### src/rtl/uart_rx_ext_pkg.sv
// Shared definitions for the extended UART receiver: FSM states, parity modes, sizing helpers.
// Latency: n/a (types and constant functions only).
// Backpressure: n/a.
package uart_rx_ext_pkg;

   typedef enum logic [2:0] {
      ST_IDLE   = 3'd0,
      ST_START  = 3'd1,
      ST_DATA   = 3'd2,
      ST_PARITY = 3'd3,
      ST_STOP   = 3'd4
   } state_t;

   localparam int PAR_EVEN = 0;
   localparam int PAR_ODD  = 1;

   // Bits needed to hold values 0..v-1, never less than 1.
   function automatic int clog2(input int v);
      int r;
      r = 0;
      for (int i = 0; i < 31; i++) begin
         if ((1 << i) < v) r = i + 1;
      end
      return (r < 1) ? 1 : r;
   endfunction

   function automatic int max_int(input int a, input int b);
      return (a > b) ? a : b;
   endfunction

endpackage

### src/rtl/uart_rx_ext_if.sv
// Receiver result bus: done strobe, received word, error flags and busy indication.
// Latency: n/a (wiring only).
// Backpressure: none; consumer must take the word on the done strobe or from the held outputs.
// Ports: o_rx_done_tick, o_data_out[DBIT], o_parity_err, o_frame_err, o_break, o_busy.
interface uart_rx_ext_if #(
   parameter int DBIT = 8
);
   logic            o_rx_done_tick;
   logic [DBIT-1:0] o_data_out;
   logic            o_parity_err;
   logic            o_frame_err;
   logic            o_break;
   logic            o_busy;

   modport master (
      output o_rx_done_tick, o_data_out, o_parity_err, o_frame_err, o_break, o_busy
   );

   modport slave (
      input o_rx_done_tick, o_data_out, o_parity_err, o_frame_err, o_break, o_busy
   );
endinterface

### src/rtl/uart_rx_ext_sampler.sv
// Oversampling tick counter with 3-sample capture and majority vote for one bit period.
// Latency: vote/done strobes are combinational on the terminal tick; the counter wraps to 0 there.
// Backpressure: none; advances only on i_tick, held at 0 while i_clr.
// Ports: i_clk, i_reset, i_clr (hold count at 0), i_tick, i_rx_s (synchronised line),
//        i_tc (terminal count), o_maj (vote incl. current sample), o_vote_pt (3rd sample tick), o_done.
module uart_rx_ext_sampler #(
   parameter int OSR = 16,
   parameter int SW  = 4
) (
   input  logic          i_clk,
   input  logic          i_reset,
   input  logic          i_clr,
   input  logic          i_tick,
   input  logic          i_rx_s,
   input  logic [SW-1:0] i_tc,
   output logic          o_maj,
   output logic          o_vote_pt,
   output logic          o_done
);
   localparam logic [SW-1:0] S_V0 = SW'(OSR - 3);
   localparam logic [SW-1:0] S_V1 = SW'(OSR - 2);
   localparam logic [SW-1:0] S_V2 = SW'(OSR - 1);

   logic [SW-1:0] r_s;
   logic          r_smp0;
   logic          r_smp1;
   logic          w_tick;

   assign w_tick = i_tick & ~i_clr;

   always_ff @(posedge i_clk) begin
      if (i_reset) begin
         r_s    <= '0;
         r_smp0 <= 1'b0;
         r_smp1 <= 1'b0;
      end else if (i_clr) begin
         r_s <= '0;
      end else if (i_tick) begin
         r_s <= (r_s == i_tc) ? '0 : r_s + SW'(1);
         if (r_s == S_V0) r_smp0 <= i_rx_s;
         if (r_s == S_V1) r_smp1 <= i_rx_s;
      end
   end

   // Third sample is the live line value, so the vote is ready on the same tick.
   assign o_maj     = (r_smp0 & r_smp1) | (r_smp0 & i_rx_s) | (r_smp1 & i_rx_s);
   assign o_vote_pt = w_tick & (r_s == S_V2);
   assign o_done    = w_tick & (r_s == i_tc);

endmodule

### src/rtl/uart_rx_ext.sv
// Parametrised UART receiver: synchroniser, majority-voted bits, optional parity, break detect.
// Latency: SYNC_STAGES clocks on the line; result registered one clock after the stop terminal tick.
// Backpressure: none; results hold until the next frame's done strobe.
// Ports: i_clk, i_reset (sync, active-high), i_rx (async line, idle high), i_s_tick, o_rx (result bus).
module uart_rx_ext
   import uart_rx_ext_pkg::*;
#(
   parameter int DBIT        = 8,
   parameter int OSR         = 16,
   parameter int SB_TICK     = 16,
   parameter int PARITY_EN   = 0,
   parameter int PARITY_ODD  = 0,
   parameter int SYNC_STAGES = 2
) (
   input  logic           i_clk,
   input  logic           i_reset,
   input  logic           i_rx,
   input  logic           i_s_tick,
   uart_rx_ext_if.master  o_rx
);
   localparam int SW = clog2(max_int(OSR, SB_TICK));
   localparam int NW = clog2(DBIT);
   localparam logic [SW-1:0] S_START_END = SW'(OSR / 2 - 1);
   localparam logic [SW-1:0] S_BIT_END   = SW'(OSR - 1);
   localparam logic [SW-1:0] S_STOP_END  = SW'(SB_TICK - 1);

   logic [SYNC_STAGES-1:0] r_sync;
   state_t                 r_state, w_state_nxt;
   logic [NW-1:0]          r_n;
   logic [DBIT-1:0]        r_buf, r_data_out;
   logic                   r_pbit, r_stop, r_armed;
   logic                   r_done, r_perr, r_ferr, r_break;
   logic                   w_rx_s, w_clr, w_shift, w_pcap, w_scap, w_frame_end;
   logic                   w_maj, w_vote_pt, w_done, w_last, w_stop_bit;
   logic                   w_perr, w_ferr, w_brk;
   logic [SW-1:0]          w_tc;

   assign w_rx_s = r_sync[SYNC_STAGES-1];

   uart_rx_ext_sampler #(.OSR(OSR), .SW(SW)) u_sampler (
      .i_clk     (i_clk),
      .i_reset   (i_reset),
      .i_clr     (w_clr),
      .i_tick    (i_s_tick),
      .i_rx_s    (w_rx_s),
      .i_tc      (w_tc),
      .o_maj     (w_maj),
      .o_vote_pt (w_vote_pt),
      .o_done    (w_done)
   );

   assign w_last = (r_n == NW'(DBIT - 1));
   // With 1-stop framing the stop vote and frame end land on the same tick.
   assign w_stop_bit = w_vote_pt ? w_maj : r_stop;
   assign w_perr = (PARITY_EN != 0) && ((^r_buf) ^ r_pbit ^ (PARITY_ODD == PAR_ODD));
   assign w_ferr = ~w_stop_bit;
   assign w_brk  = w_ferr && (r_buf == '0) && ((PARITY_EN == 0) || !r_pbit);

   always_comb begin
      w_state_nxt = r_state;
      w_clr       = 1'b0;
      w_tc        = S_BIT_END;
      w_shift     = 1'b0;
      w_pcap      = 1'b0;
      w_scap      = 1'b0;
      w_frame_end = 1'b0;
      case (r_state)
         ST_IDLE: begin
            w_clr = 1'b1;
            if (!w_rx_s && r_armed) w_state_nxt = ST_START;
         end
         ST_START: begin
            w_tc = S_START_END;
            if (w_done) w_state_nxt = w_rx_s ? ST_IDLE : ST_DATA;
         end
         ST_DATA: begin
            if (w_done) begin
               w_shift = 1'b1;
               if (w_last) w_state_nxt = (PARITY_EN != 0) ? ST_PARITY : ST_STOP;
            end
         end
         ST_PARITY: begin
            if (w_done) begin
               w_pcap      = 1'b1;
               w_state_nxt = ST_STOP;
            end
         end
         ST_STOP: begin
            w_tc   = S_STOP_END;
            w_scap = w_vote_pt;
            if (w_done) begin
               w_frame_end = 1'b1;
               w_state_nxt = ST_IDLE;
            end
         end
         default: w_state_nxt = ST_IDLE;
      endcase
   end

   always_ff @(posedge i_clk) begin
      if (i_reset) begin
         r_sync     <= '1;
         r_state    <= ST_IDLE;
         r_n        <= '0;
         r_buf      <= '0;
         r_pbit     <= 1'b0;
         r_stop     <= 1'b0;
         r_armed    <= 1'b1;
         r_done     <= 1'b0;
         r_data_out <= '0;
         r_perr     <= 1'b0;
         r_ferr     <= 1'b0;
         r_break    <= 1'b0;
      end else begin
         r_sync  <= {r_sync[SYNC_STAGES-2:0], i_rx};
         r_state <= w_state_nxt;
         r_done  <= w_frame_end;
         if (w_shift) begin
            r_buf <= {w_maj, r_buf[DBIT-1:1]};
            r_n   <= w_last ? '0 : r_n + NW'(1);
         end
         if (w_pcap) r_pbit <= w_maj;
         if (w_scap) r_stop <= w_maj;
         if (w_frame_end) begin
            r_data_out <= r_buf;
            r_perr     <= w_perr;
            r_ferr     <= w_ferr;
            r_break    <= w_brk;
            // A held-low line after a bad stop must go high before a new start counts.
            r_armed    <= ~w_ferr;
         end else if (r_state == ST_IDLE && w_rx_s) begin
            r_armed <= 1'b1;
         end
      end
   end

   assign o_rx.o_rx_done_tick = r_done;
   assign o_rx.o_data_out     = r_data_out;
   assign o_rx.o_parity_err   = r_perr;
   assign o_rx.o_frame_err    = r_ferr;
   assign o_rx.o_break        = r_break;
   assign o_rx.o_busy         = (r_state != ST_IDLE);

endmodule

### src/flat_wrapper.sv
// flat-port wrapper written by rule: the top's interface ports become plain ports
module uart_rx_ext_flat import uart_rx_ext_pkg::*;
#(
   parameter int DBIT        = 8,
   parameter int OSR         = 16,
   parameter int SB_TICK     = 16,
   parameter int PARITY_EN   = 0,
   parameter int PARITY_ODD  = 0,
   parameter int SYNC_STAGES = 2
)
  (i_clk, i_reset, i_rx, i_s_tick, o_rx_o_rx_done_tick, o_rx_o_data_out, o_rx_o_parity_err, o_rx_o_frame_err, o_rx_o_break, o_rx_o_busy);
  uart_rx_ext_if #(.DBIT(DBIT)) o_rx_i ();
  input  logic i_clk;
  input  logic i_reset;
  input  logic i_rx;
  input  logic i_s_tick;
  output wire logic [$bits(o_rx_i.o_rx_done_tick)-1:0] o_rx_o_rx_done_tick;
  output wire logic [$bits(o_rx_i.o_data_out)-1:0] o_rx_o_data_out;
  output wire logic [$bits(o_rx_i.o_parity_err)-1:0] o_rx_o_parity_err;
  output wire logic [$bits(o_rx_i.o_frame_err)-1:0] o_rx_o_frame_err;
  output wire logic [$bits(o_rx_i.o_break)-1:0] o_rx_o_break;
  output wire logic [$bits(o_rx_i.o_busy)-1:0] o_rx_o_busy;
  assign o_rx_o_rx_done_tick = o_rx_i.o_rx_done_tick;
  assign o_rx_o_data_out = o_rx_i.o_data_out;
  assign o_rx_o_parity_err = o_rx_i.o_parity_err;
  assign o_rx_o_frame_err = o_rx_i.o_frame_err;
  assign o_rx_o_break = o_rx_i.o_break;
  assign o_rx_o_busy = o_rx_i.o_busy;
  uart_rx_ext #(.DBIT(DBIT), .OSR(OSR), .SB_TICK(SB_TICK), .PARITY_EN(PARITY_EN), .PARITY_ODD(PARITY_ODD), .SYNC_STAGES(SYNC_STAGES)) u_core (.i_clk(i_clk), .i_reset(i_reset), .i_rx(i_rx), .i_s_tick(i_s_tick), .o_rx(o_rx_i));
endmodule
### config.mk
export PLATFORM = sky130hd
export DESIGN_NAME = uart_rx_ext_flat
export DESIGN_NICKNAME = d
export VERILOG_FILES = /design/src/rtl/uart_rx_ext_pkg.sv /design/src/rtl/uart_rx_ext_if.sv /design/src/rtl/uart_rx_ext_sampler.sv /design/src/rtl/uart_rx_ext.sv /design/src/flat_wrapper.sv
export SDC_FILE = /design/constraint.sdc
export NUM_CORES = 1
export LEC_CHECK = 0
export BUFFER_PORTS_ARGS = -buffer_cell sky130_fd_sc_hd__buf_2
export CAP_MARGIN = 25
export CORE_UTILIZATION = 30
export CTS_CLUSTER_SIZE = 40
export DETAILED_ROUTE_END_ITERATION = 8
export SYNTH_ARGS = -nofsm -noshare
export SYNTH_HDL_FRONTEND = slang
export SYNTH_HIERARCHICAL = 1
export SYNTH_SLANG_ARGS = --single-unit
### constraint.sdc
create_clock -name i_clk -period 4.85 [get_ports i_clk]
set_clock_uncertainty 0.15 [all_clocks]
set_input_delay 0.97 -clock i_clk [delete_from_list [all_inputs] [get_ports i_clk]]
set_output_delay 0.97 -clock i_clk [all_outputs]
set_load 0.005 [all_outputs]
==> summary.md <==
| Metric | Value |
|---|---|
| Mean Syn Cell Area | approximately 8.4 µm² |
| Core region area | 0.00488 mm² |
| ANT nets after route | 0 |
| Overall Power | 622 µW |
| Total of buffers placed on input and output ports | 15 |
| Clock Tree Root | sky130_fd_sc_hd__clkbuf_8 |
| Post-synth EDFFs | 0 |
| Crit path largest cell delay | ~0.43 ns |
| Relative slew slack | 58.2% |
| Power density cells | 343 mW/mm² |
| Worst Setup EP | u_core/r_n[0]$_SDFFE_PP0P_ |
| Required time reported for the critical path endpoint | 4.92 ns |
| Total CTS buffers | 5 |
| Number of antenna cells inserted | 0 |
| Post-synthesis register bit count | 35 |
| Final Max Slew Viols | 0 |
| Area growth syn-to-layout | 16.3% |
| Reg-to-reg setup timing slack | 2.11 ns |
| CTS tree | built |
| Share of final-layout standard cells stronger than drive strength 1 | 15.3% |
| Transition time of the tightest slew-check pin | 0.627 ns |
| Vertical die dimension | approximately 74 µm |
| Vias after detailed routing | 1236 |
| Worst r2r src | u_core/r_state[0]$_SDFFE_PP0P_ |
| Share of the core filled with cells in the final layout | between 30% and 40% |
| Critical path data arrival time | 2.81 ns |
| Total global routing track utilization | between 10% and 20% |
| Netlist Area Pre-Place | roughly 0.0016 mm² |
| Clock slew seen by the registers of the worst setup and hold paths | 0.07 ns |
| Slowest-stage cell, CP | sky130_fd_sc_hd__or3_1 |
| Sequential element share of the synthesized area | 44.8% |
| Most frequent standard cell in the layout excluding fill and tap cells | sky130_fd_sc_hd__nand2_1 |
| Setup TNS Final | 0 ns |
| Remaining global-route overflow | 0 |
| Count of nets after finishing | 211 |
| First-pass iteration count of the detailed router | 4 |
| DIE WIDTH | around 74 µm |
| Setup Buffers After CTS | 0 |
| Placer's final routability congestion estimate | 0.756 |
| DRC violation count after routing | 0 |
| Kind of launch point of the worst setup path | flip-flop |
| Setup repair after global routing missed its margin | no |
| Hold_sp | u_core/r_sync[0]$_SDFF_PP1_ |
| Post-layout minimum cycle time | 2.74 ns |
| Hold buffer count at CTS | 0 |
| Total I/O pin count | 17 |
| Count of yosys warnings during synthesis | 6 |
| Endpoint of the worst-slack reg-to-reg timing path | u_core/r_n[0]$_SDFFE_PP0P_ |
| Max-cap check violation count | 0 |
| Sinks on Clock Net | 35 |
| Main flop type after synthesis | sky130_fd_sc_hd__dfxtp_1 |
| Period utilization | 56.5% |
| Bufs on Longest Clock Path | 2 |
| First DRT Iteration DRCs | 73 |
| Clock network latency to the later pin of the worst-skew pair | ~0.29 ns |
| Most used cells in the layout excluding fill and tap cells | sky130_fd_sc_hd__nand2_1 (45), sky130_fd_sc_hd__dfxtp_1 (35), sky130_fd_sc_hd__a21oi_1 (26), sky130_fd_sc_hd__buf_2 (15), sky130_fd_sc_hd__inv_1 (8) |
| CP Launch Point | u_core/r_state[0]$_SDFFE_PP0P_ |
| Detailed Place HPWL | 2.06 mm |
| Max Clock Freq | 0.365 GHz |
| H-tree levels | 2 |
| Worst min path class | flip-flop to flip-flop |
| Static power due to leakage | slightly below 0.0007 µW |
| Synthesized instance count | 187 |
| Largest net degree at the start of global routing | 36 |
| Endpoint class of the critical path | flip-flop |
| Post-detailed-routing wire length | 2.92 mm |
| Cell variety after synth | 43 |
| Peak supply drop | between 0.1 and 0.15 mV |
| Worst reg2reg path depth | 8 |
| Area enclosed by the die boundary | roughly 0.0055 mm² |
| Number of placement rows | 25 |
| Crit-path max FO | 12 |
| Fraction of registers with async set or reset after synthesis | 0% |
| Ordered cell list for the critical path | inv_1 > or3_1 > xor2_1 > nor3_2 > and3b_1 > nand3_1 > or3_1 > a21oi_1 |
| Post-cts repair resize count | 0 |
| Starting utilization of the core area | 32.0% |
| Setup CP Type | flip-flop to flip-flop |
| Vias in the first global route | 1148 |
| Final routed wire length divided by cell count | 10.8 µm |
| Outcome | completed |
| Antenna violations before repair | 0 |
| CP dominant cell by count | sky130_fd_sc_hd__or3_1 |
| Global-route wire length before repair | 5.15 mm |
| Final setup violation count | 0 |
| Final hold vios | 0 |
| Average vias per placed instance | 4.58 |
worst min path at each step:
stage	cells after the start	endpoint	slack [ns]
floorplan	1	u_core/r_sync[1]$_SDFF_PP1_	0.24
global placement	1	u_core/r_sync[1]$_SDFF_PP1_	0.24
detailed placement	1	u_core/r_sync[1]$_SDFF_PP1_	0.24
CTS	1	u_core/r_sync[1]$_SDFF_PP1_	0.26
global route	1	u_core/r_sync[1]$_SDFF_PP1_	0.28
finish	1	u_core/r_sync[1]$_SDFF_PP1_	0.26
state kept, by name (all words and copies together) (netlist names), 2 cells and up:
register	flops
u_core/r_state	3
u_core/u_sampler/r_s	4
u_core/r_sync	2
u_core/r_buf	8
u_core/r_n	3
u_core/o_rx.o_data_out	8
cells by family (layout without fill, tap and decap cells):
kind of cell,Yosys count,in the layout,share of synthesized area (%)
other cells,2,5,0.481
compound gates,39,39,15.4
xor+xnor,6,6,3.36
simple gates,79,79,25.0
fa+ha+maj,6,6,4.64
buf+inv,18,31,5.04
flops,35,35,44.8
mux,2,2,1.28
metrics by stage:
| step | worst slack (ns) | std cells | area, µm² | hold WS, ns |
|---|---|---|---|---|
| after CTS | 2.10 | 270 | 1820 | 0.260 |
| after floorplan | 2.59 | 190 | 1570 | 0.239 |
| final | 2.11 | 270 | 1820 | 0.259 |
| after global routing | 1.84 | 270 | 1820 | 0.284 |
| after global placement | 2.23 | 262 | 1680 | 0.242 |
| after detailed placement | 2.09 | 262 | 1680 | 0.244 |
area by class of cell:
type | instances | area (µm²)
multi-input combinational | 137 | 795
clock inverter | 2 | 60.1
clock buffer | 6 | 72.6
sequential | 35 | 701
timing repair buffer | 15 | 75.1
inverter | 8 | 30.0
tap | 67 | 83.8
fill | 531 | 3060
synth_stat cells, types with 3 or more instances:
library cell               number  area share [%]
sky130_fd_sc_hd__buf_2          3            0.96
sky130_fd_sc_hd__dfxtp_1       35              45
sky130_fd_sc_hd__o21ai_0        3            0.96
sky130_fd_sc_hd__nand3_1        4             1.3
sky130_fd_sc_hd__a21oi_1       26             8.3
sky130_fd_sc_hd__nor2_1         6             1.4
sky130_fd_sc_hd__clkbuf_1       5             1.2
sky130_fd_sc_hd__ha_1           5             4.0
sky130_fd_sc_hd__xor2_1         5             2.8
sky130_fd_sc_hd__nand2_1       45              11
sky130_fd_sc_hd__inv_1          8             1.9
power breakdown:
part / internal, µW / total, µW / switching (µW)
Clock: 205 / 309 / 104
Combinational: 7.70 / 22.0 / 14.3
Sequential: 289 / 291 / 2.19
Total: 502 / 622 / 120
worst max-delay path, delay by kind of cell (launching register included):
family	cells	cell delay, ns
flops	1	0.42
simple gates	5	1.73
compound gates	1	0.12
xor+xnor	1	0.18
buf+inv	1	0.08
metal layers:
metal	GRT usage, %	share of wire [%]
met5	0	0
met4	6.84	2.8
met3	3.93	3.5
met2	18.1	44
met1	15.5	49
Power figures use the tool's default switching activity.
